## src/rtl/sevenseg_scan_driver.sv

```systemverilog
// Two-digit multiplexed 7-segment scan driver: synchronised, glitch-filtered BCD input,
// frame-atomic display update, slot blanking, leading-zero suppression and blinking.
module sevenseg_scan_driver #(
  parameter int unsigned SCAN_DIV     = 1000,
  parameter int unsigned BLANK_CYCLES = 16,
  parameter int unsigned BLINK_FRAMES = 128,
  parameter int unsigned ACTIVE_LOW   = 1
) (
  input  logic       clk,
  input  logic       rst,
  input  logic [3:0] bcd_tens,
  input  logic [3:0] bcd_units,
  input  logic       lz_blank_en,
  input  logic       blink_en,
  output logic [6:0] seg,
  output logic [1:0] dig_sel,
  output logic       frame_tick
);

  localparam int unsigned CNT_W     = $clog2(SCAN_DIV);
  localparam int unsigned BLK_W     = (BLINK_FRAMES > 1) ? $clog2(BLINK_FRAMES) : 1;
  localparam logic        POL       = (ACTIVE_LOW != 0);
  localparam logic [6:0]  SEG_UNLIT = {7{POL}};
  localparam logic [1:0]  DIG_UNLIT = {2{POL}};

  typedef enum logic {
    SLOT_TENS  = 1'b0,
    SLOT_UNITS = 1'b1
  } slot_e;

  logic [7:0]       r_s1;
  logic [7:0]       r_s2;
  logic [7:0]       r_s3;
  logic [7:0]       r_cand;
  logic [7:0]       r_disp;
  logic [CNT_W-1:0] r_div_cnt;
  logic [BLK_W-1:0] r_blink_cnt;
  logic             r_blink_off;
  slot_e            r_slot;
  slot_e            w_slot_next;
  logic [6:0]       r_seg;
  logic [1:0]       r_dig_sel;
  logic             r_frame_tick;

  logic             w_stable;
  logic [7:0]       w_cand;
  logic             w_wrap;
  logic             w_boundary;
  logic             w_blank;
  logic             w_lz;
  logic             w_dark;
  logic [3:0]       w_digit;
  logic [6:0]       w_seg_ah;
  logic [1:0]       w_dig_ah;

  function automatic logic [6:0] f_decode(input logic [3:0] d);
    case (d)
      4'd0:    f_decode = 7'h3F;
      4'd1:    f_decode = 7'h06;
      4'd2:    f_decode = 7'h5B;
      4'd3:    f_decode = 7'h4F;
      4'd4:    f_decode = 7'h66;
      4'd5:    f_decode = 7'h6D;
      4'd6:    f_decode = 7'h7D;
      4'd7:    f_decode = 7'h07;
      4'd8:    f_decode = 7'h7F;
      4'd9:    f_decode = 7'h6F;
      default: f_decode = 7'h40;
    endcase
  endfunction

  // A value is a candidate only once it has been identical in two consecutive samples
  assign w_stable = (r_s2 == r_s3);
  assign w_cand   = w_stable ? r_s2 : r_cand;

  always_ff @(posedge clk or posedge rst) begin
    if (rst) begin
      r_s1   <= 8'h00;
      r_s2   <= 8'h00;
      r_s3   <= 8'h00;
      r_cand <= 8'h00;
    end else begin
      r_s1   <= {bcd_tens, bcd_units};
      r_s2   <= r_s1;
      r_s3   <= r_s2;
      r_cand <= w_cand;
    end
  end

  assign w_wrap     = (r_div_cnt == CNT_W'(SCAN_DIV - 1));
  assign w_boundary = w_wrap && (r_slot == SLOT_UNITS);

  always_ff @(posedge clk or posedge rst) begin
    if (rst) begin
      r_div_cnt <= '0;
    end else if (w_wrap) begin
      r_div_cnt <= '0;
    end else begin
      r_div_cnt <= r_div_cnt + CNT_W'(1);
    end
  end

  // Slot sequencer: state register
  always_ff @(posedge clk or posedge rst) begin
    if (rst) begin
      r_slot <= SLOT_TENS;
    end else begin
      r_slot <= w_slot_next;
    end
  end

  // Slot sequencer: next state
  always_comb begin
    w_slot_next = r_slot;
    if (w_wrap) begin
      w_slot_next = (r_slot == SLOT_TENS) ? SLOT_UNITS : SLOT_TENS;
    end
  end

  // Displayed value only changes between frames, so a frame never mixes two values
  always_ff @(posedge clk or posedge rst) begin
    if (rst) begin
      r_disp <= 8'h00;
    end else if (w_boundary) begin
      r_disp <= w_cand;
    end
  end

  always_ff @(posedge clk or posedge rst) begin
    if (rst) begin
      r_blink_cnt <= '0;
      r_blink_off <= 1'b0;
    end else if (!blink_en) begin
      r_blink_cnt <= '0;
      r_blink_off <= 1'b0;
    end else if (w_boundary) begin
      if (r_blink_cnt == BLK_W'(BLINK_FRAMES - 1)) begin
        r_blink_cnt <= '0;
        r_blink_off <= ~r_blink_off;
      end else begin
        r_blink_cnt <= r_blink_cnt + BLK_W'(1);
      end
    end
  end

  // Slot sequencer: outputs (active-high, before polarity and registering)
  always_comb begin
    w_blank  = (r_div_cnt < CNT_W'(BLANK_CYCLES));
    w_lz     = (r_slot == SLOT_TENS) && lz_blank_en && (r_disp[7:4] == 4'd0);
    w_dark   = w_blank || (blink_en && r_blink_off) || w_lz;
    w_digit  = (r_slot == SLOT_UNITS) ? r_disp[3:0] : r_disp[7:4];
    w_seg_ah = 7'h00;
    w_dig_ah = 2'b00;
    if (!w_dark) begin
      w_seg_ah = f_decode(w_digit);
      w_dig_ah = (r_slot == SLOT_UNITS) ? 2'b01 : 2'b10;
    end
  end

  always_ff @(posedge clk or posedge rst) begin
    if (rst) begin
      r_seg        <= SEG_UNLIT;
      r_dig_sel    <= DIG_UNLIT;
      r_frame_tick <= 1'b0;
    end else begin
      r_seg        <= w_seg_ah ^ SEG_UNLIT;
      r_dig_sel    <= w_dig_ah ^ DIG_UNLIT;
      r_frame_tick <= w_boundary;
    end
  end

  assign seg        = r_seg;
  assign dig_sel    = r_dig_sel;
  assign frame_tick = r_frame_tick;

endmodule

```

## config.mk

```make
export PLATFORM = sky130hd
export DESIGN_NAME = sevenseg_scan_driver
export DESIGN_NICKNAME = d
export VERILOG_FILES = /design/src/rtl/sevenseg_scan_driver.sv
export SDC_FILE = /design/constraint.sdc
export NUM_CORES = 1
export LEC_CHECK = 0
export ABC_AREA = 1
export CAP_MARGIN = 20
export CORE_UTILIZATION = 62
export DETAILED_ROUTE_END_ITERATION = 10
export PLACE_DENSITY = 0.93
export SKIP_CTS_REPAIR_TIMING = 1
export SLEW_MARGIN = 0
export SYNTH_ARGS = -nofsm -noshare
export SYNTH_HDL_FRONTEND = slang
export SYNTH_SLANG_ARGS = --single-unit
```

## constraint.sdc

```tcl
create_clock -name clk -period 5.58 [get_ports clk]
set_clock_uncertainty 0.05 [all_clocks]
set_input_delay 0.837 -clock clk [delete_from_list [all_inputs] [get_ports clk]]
set_output_delay 0.837 -clock clk [all_outputs]
set_load 0.02 [all_outputs]
```

Word level (Yosys, flattened, before mapping):

Memory sizes are Yosys's and may differ from the RTL's.
Index checks and enable logic that the tools add are counted.

* flip-flop bits (word level): 69
* ROM bits: 112
* output and inout bits: 10
* memories kept: 1

Memories
* (name not given): depth 16, width 7, read ports 1, clocked after Yosys merged registers in 0, wr ports 0, RTL line 57 `case (d)`

* add/subtract/negate cells: 2
* $lt $le $gt $ge: 1
* equal/unequal tests: 5
* muxes and demuxes: 13
* bitwise logic cells: 4
* reductions and logical operators: 8

Operator list (count)
* 2-to-1 mux 7 bit: 4
* adder 10 x 1 -> 10 bit, second input constant: 1
* equality test 10 bit, second input constant: 1
* < comparator 10 x 5 -> 1 bit, second input constant: 1
* 2-to-1 mux 10 bit: 1
* equality test 8 bit: 1
* 2-to-1 mux 8 bit: 1
* adder 7 x 1 -> 7 bit, second input constant: 1
* equality test 7 bit, second input constant: 1
* NOT 7 bit: 1
* logical AND 1 bit: 4
* logical NOT 4 bit: 1
* 2-to-1 mux 1 bit: 4
* 2-to-1 mux 2 bit: 2
* 2-to-1 mux 4 bit: 1
* != test 2 x 1 -> 1 bit, second input constant: 2
* logical OR 1 bit: 2
* NOT 1 bit: 2
* NOT 2 bit: 1
* AND reduction 2 bit: 1

Logic depth before layout (Yosys ltp):

* depth after elaboration: 6
* mapped depth: 9
* depth with buffers taken out: 9

Worst setup path after synthesis:

Ideal clock, no wire load.

* kind: reg-to-reg
* from: register r_slot
* to: register r_seg[5] (netlist: seg[5])
* arrival time: 1.427 ns
* required time: 5.447 ns
* setup slack: 4.020 ns
* cell stages (with the launch flop): 9
* period minus slack after synthesis: 1.560 ns
* cell sequence: dfrtp_1 buf_6 nor2_1 o21bai_1 inv_1 ha_1 or2_1 nand3_1 nand2_1

* cells in the longest elaborated chain, start to end: 6
* elaborated cells on any way between the ends: 8

RTL lines
* start: declaration: RTL line 39 `slot_e r_slot;`
* start signal: assignment: RTL line 108 `r_slot <= w_slot_next;`
* branches (longest 4 deep; another with memory (16 x 7 bit))
* 2-to-1 mux 7 bit (*): RTL line 154 `if (!w_dark) begin`
* NOT 7 bit (no source line) (*)
* end signal: assignment: RTL line 166 `r_seg <= w_seg_ah ^ SEG_UNLIT;`
* end: declaration: RTL line 41 `logic [6:0] r_seg;`

Every way passes the cells marked *.
A chain may end at the register's enable or synchronous reset.

Worst setup path in the final report:

* from: register r_seg[1] (netlist: seg[1])
* to: output port seg[1]

RTL lines
* end: declaration: RTL line 15 `output logic [6:0] seg,`

No word-level cell between the ends.

==> out/results.tsv <==
metric	value	unit
post-route setup TNS	0	ns
Pre-antenna DRT Iters	6	
global-route usage over all layers	23.7	%
deepest clock path buffer count	2	
Die W	70.9	µm
slowest CP cell	clkdlybuf4s50_1	
drt wl/cell	12.9	µm
status	finished, final reports clean	
actual slew at the worst max-slew pin	0.810	ns
pwr dens	305	nW/µm²
site row count	24	
DR iter-0 viols	185	
Worst-path clk slew	0.07	ns
Mapped Area	2940	µm²
worst path cell trace	clkdlybuf4s50_1	
WP data required	4.69	ns
CP Capture Type	output pin	
routed vias/inst	5.34	
htree depth	3	
Remaining DRCs	0	
final period utilization	42.3	%
relative slew slack	46.0	%
Root Driver	clkbuf_8	
die span in y	70.9	µm
Fmax achieved	0.424	GHz
DR vias	2134	
PortBufs	21	
synth unique cells	33	
initial core utilization	66.2	%
max-capacitance violation count	0	
Post-Syn Instances	312	
final antenna-violating net count	0	
Worst-Skew Late Latency	0.34	ns
final wirelength	5170	µm
critical path class	reg2out	
Post-Syn Nets	331	
register-to-register setup slack	3.64	ns
yosys warns	0	
Mean Syn Cell Area	9.43	µm²
largest net degree at the start of global routing	70	
fillers	258	
RePlAce Congestion	0.857	
Seq cells post-synth	69	
die area	5030	µm²
fin crit period	2.36	ns
Final Power	1.04	mW
Fin. Hold Viols	0	
CP arrival	1.47	ns
max-slew violations	0	
core area	4440	µm²
share of the yosys chip area belonging to registers	59.1	%
total CTS buffers	9	
Final Setup Violations	0	
Top Ports	22	
CP Launch Type	flip-flop	
TritonCTS clock tree	built	
Area growth, synth to finish	16.2	%
Hold Crit Class	reg2reg	
layout cells sized above 1	12.6	%
number of antenna violations at the first check in global routing	0	
CTS sink count	69	
slowest stage delay, CP	0.60	ns
CP delay by family, top	buffers and inverters	
vias in the first global route	2086	
RSZ-0062 raised after global routing	no	
critical path peak fanout	1	
Final HPWL DP	3410	µm
WP buf/inv	1	
Nets	362	
Overflow after GRT	0	
VDD IR max	0.173	mV
diodes inserted	0	
global-route wire length before repair	8940	µm
Static Leak	1.74	nW
==> synth_stat cells (all sizes together) <==
cell	count	area [µm²]
or2	4	27.5
nor2	27	124
a22oi	1	7.51
ha	7	87.6
nand3	29	150
xnor2	3	26.3
o21ai	13	80.1
o22ai	2	12.5
o21bai	1	7.51
nand4	3	18.8
a21oi	6	33.8
inv	47	179
nand2	82	315
and3	1	6.26
dfstp	9	236
and2	8	50.1
xor2	3	26.3
nor3	4	30.0
dfrtp	60	1500
buf	2	22.5
==> cells by family after synthesis <==
kind of cell | after synthesis | share of synthesized area (%)
compound gates | 23 | 4.80
xor+xnor | 6 | 1.79
fa+ha+maj | 7 | 2.98
buf+inv | 49 | 6.85
flops | 69 | 59.1
simple gates | 158 | 24.5
==> final cells by class <==
cell class / count / area [µm²] / share of cell area [%]
flip-flops and latches: 69 / 1740 / 50.8
repair buffers: 22 / 218 / 6.37
clock buffers: 11 / 131 / 3.84
clock inverters: 5 / 85.1 / 2.49
well taps: 52 / 65.1 / 1.90
multi-input cells: 194 / 1000 / 29.3
inverters: 47 / 179 / 5.23
==> flip-flops by register name (all words and copies together) (netlist names) <==
register and flops:
dig_sel 2, frame_tick 1, r_blink_cnt 7, r_blink_off 1, r_cand 8, r_disp 8, r_div_cnt 10, r_s1 8
r_s2 8, r_s3 8, r_slot 1, seg 7
==> power breakdown <==
group / leakage, nW / switching (mW) / internal (mW)
Clock: 0.104 / 0.186 / 0.253
Sequential: 0.859 / 0.00908 / 0.525
Combinational: 0.774 / 0.0395 / 0.0284
==> routing by layer <==
layer,wire (µm),GRT usage (%)
met5,0,0
met4,141,15.1
met3,250,5.27
met2,2530,38.1
met1,2240,29.2
==> final timing paths <==
kind                                     from                end  depth (start not counted)
hold / removal              r_s1[3]$_DFF_PP0_  r_s2[3]$_DFF_PP0_                          0
setup / recovery             seg[1]$_DFF_PP1_             seg[1]                          1
min in group asynchronous                 rst  r_s1[3]$_DFF_PP0_                          3
hold reg to reg             r_s1[3]$_DFF_PP0_  r_s2[3]$_DFF_PP0_                          0
setup reg to reg           r_slot$_DFFE_PP0N_   seg[0]$_DFF_PP1_                          8
max in group asynchronous                 rst  r_s3[5]$_DFF_PP0_                          3
==> cell usage in the layout (no fill, tap or decap), types with 3 or more instances in the layout <==
cell              n
a21oi_1           5
nand4_1           3
o21ai_1           5
nor2_1           22
nand2_2           3
o21ai_0           6
dfstp_2           9
and2_1            8
nor2_2            3
clkbuf_8          9
dfrtp_1          60
clkdlybuf4s50_1  21
xnor2_1           3
inv_1            43
ha_1              7
nand3_1          28
xor2_1            3
nand2_1          79
inv_2             3
==> metrics by stage <==
stage                     cell area [µm²]  worst slack (ns)  cells  hold WS [ns]  util, %
after global placement               3200              3.56    384         0.282     72.1
after global routing                 3420              3.19    400         0.312     76.9
final                                3420              3.22    400         0.299     76.9
after detailed placement             3200              3.50    384         0.286     72.1
after CTS                            3420              3.20    400         0.302     76.9
after floorplan                      2940              2.97    312         0.281        -
No activity file was read; power rests on OpenSTA's default activity.
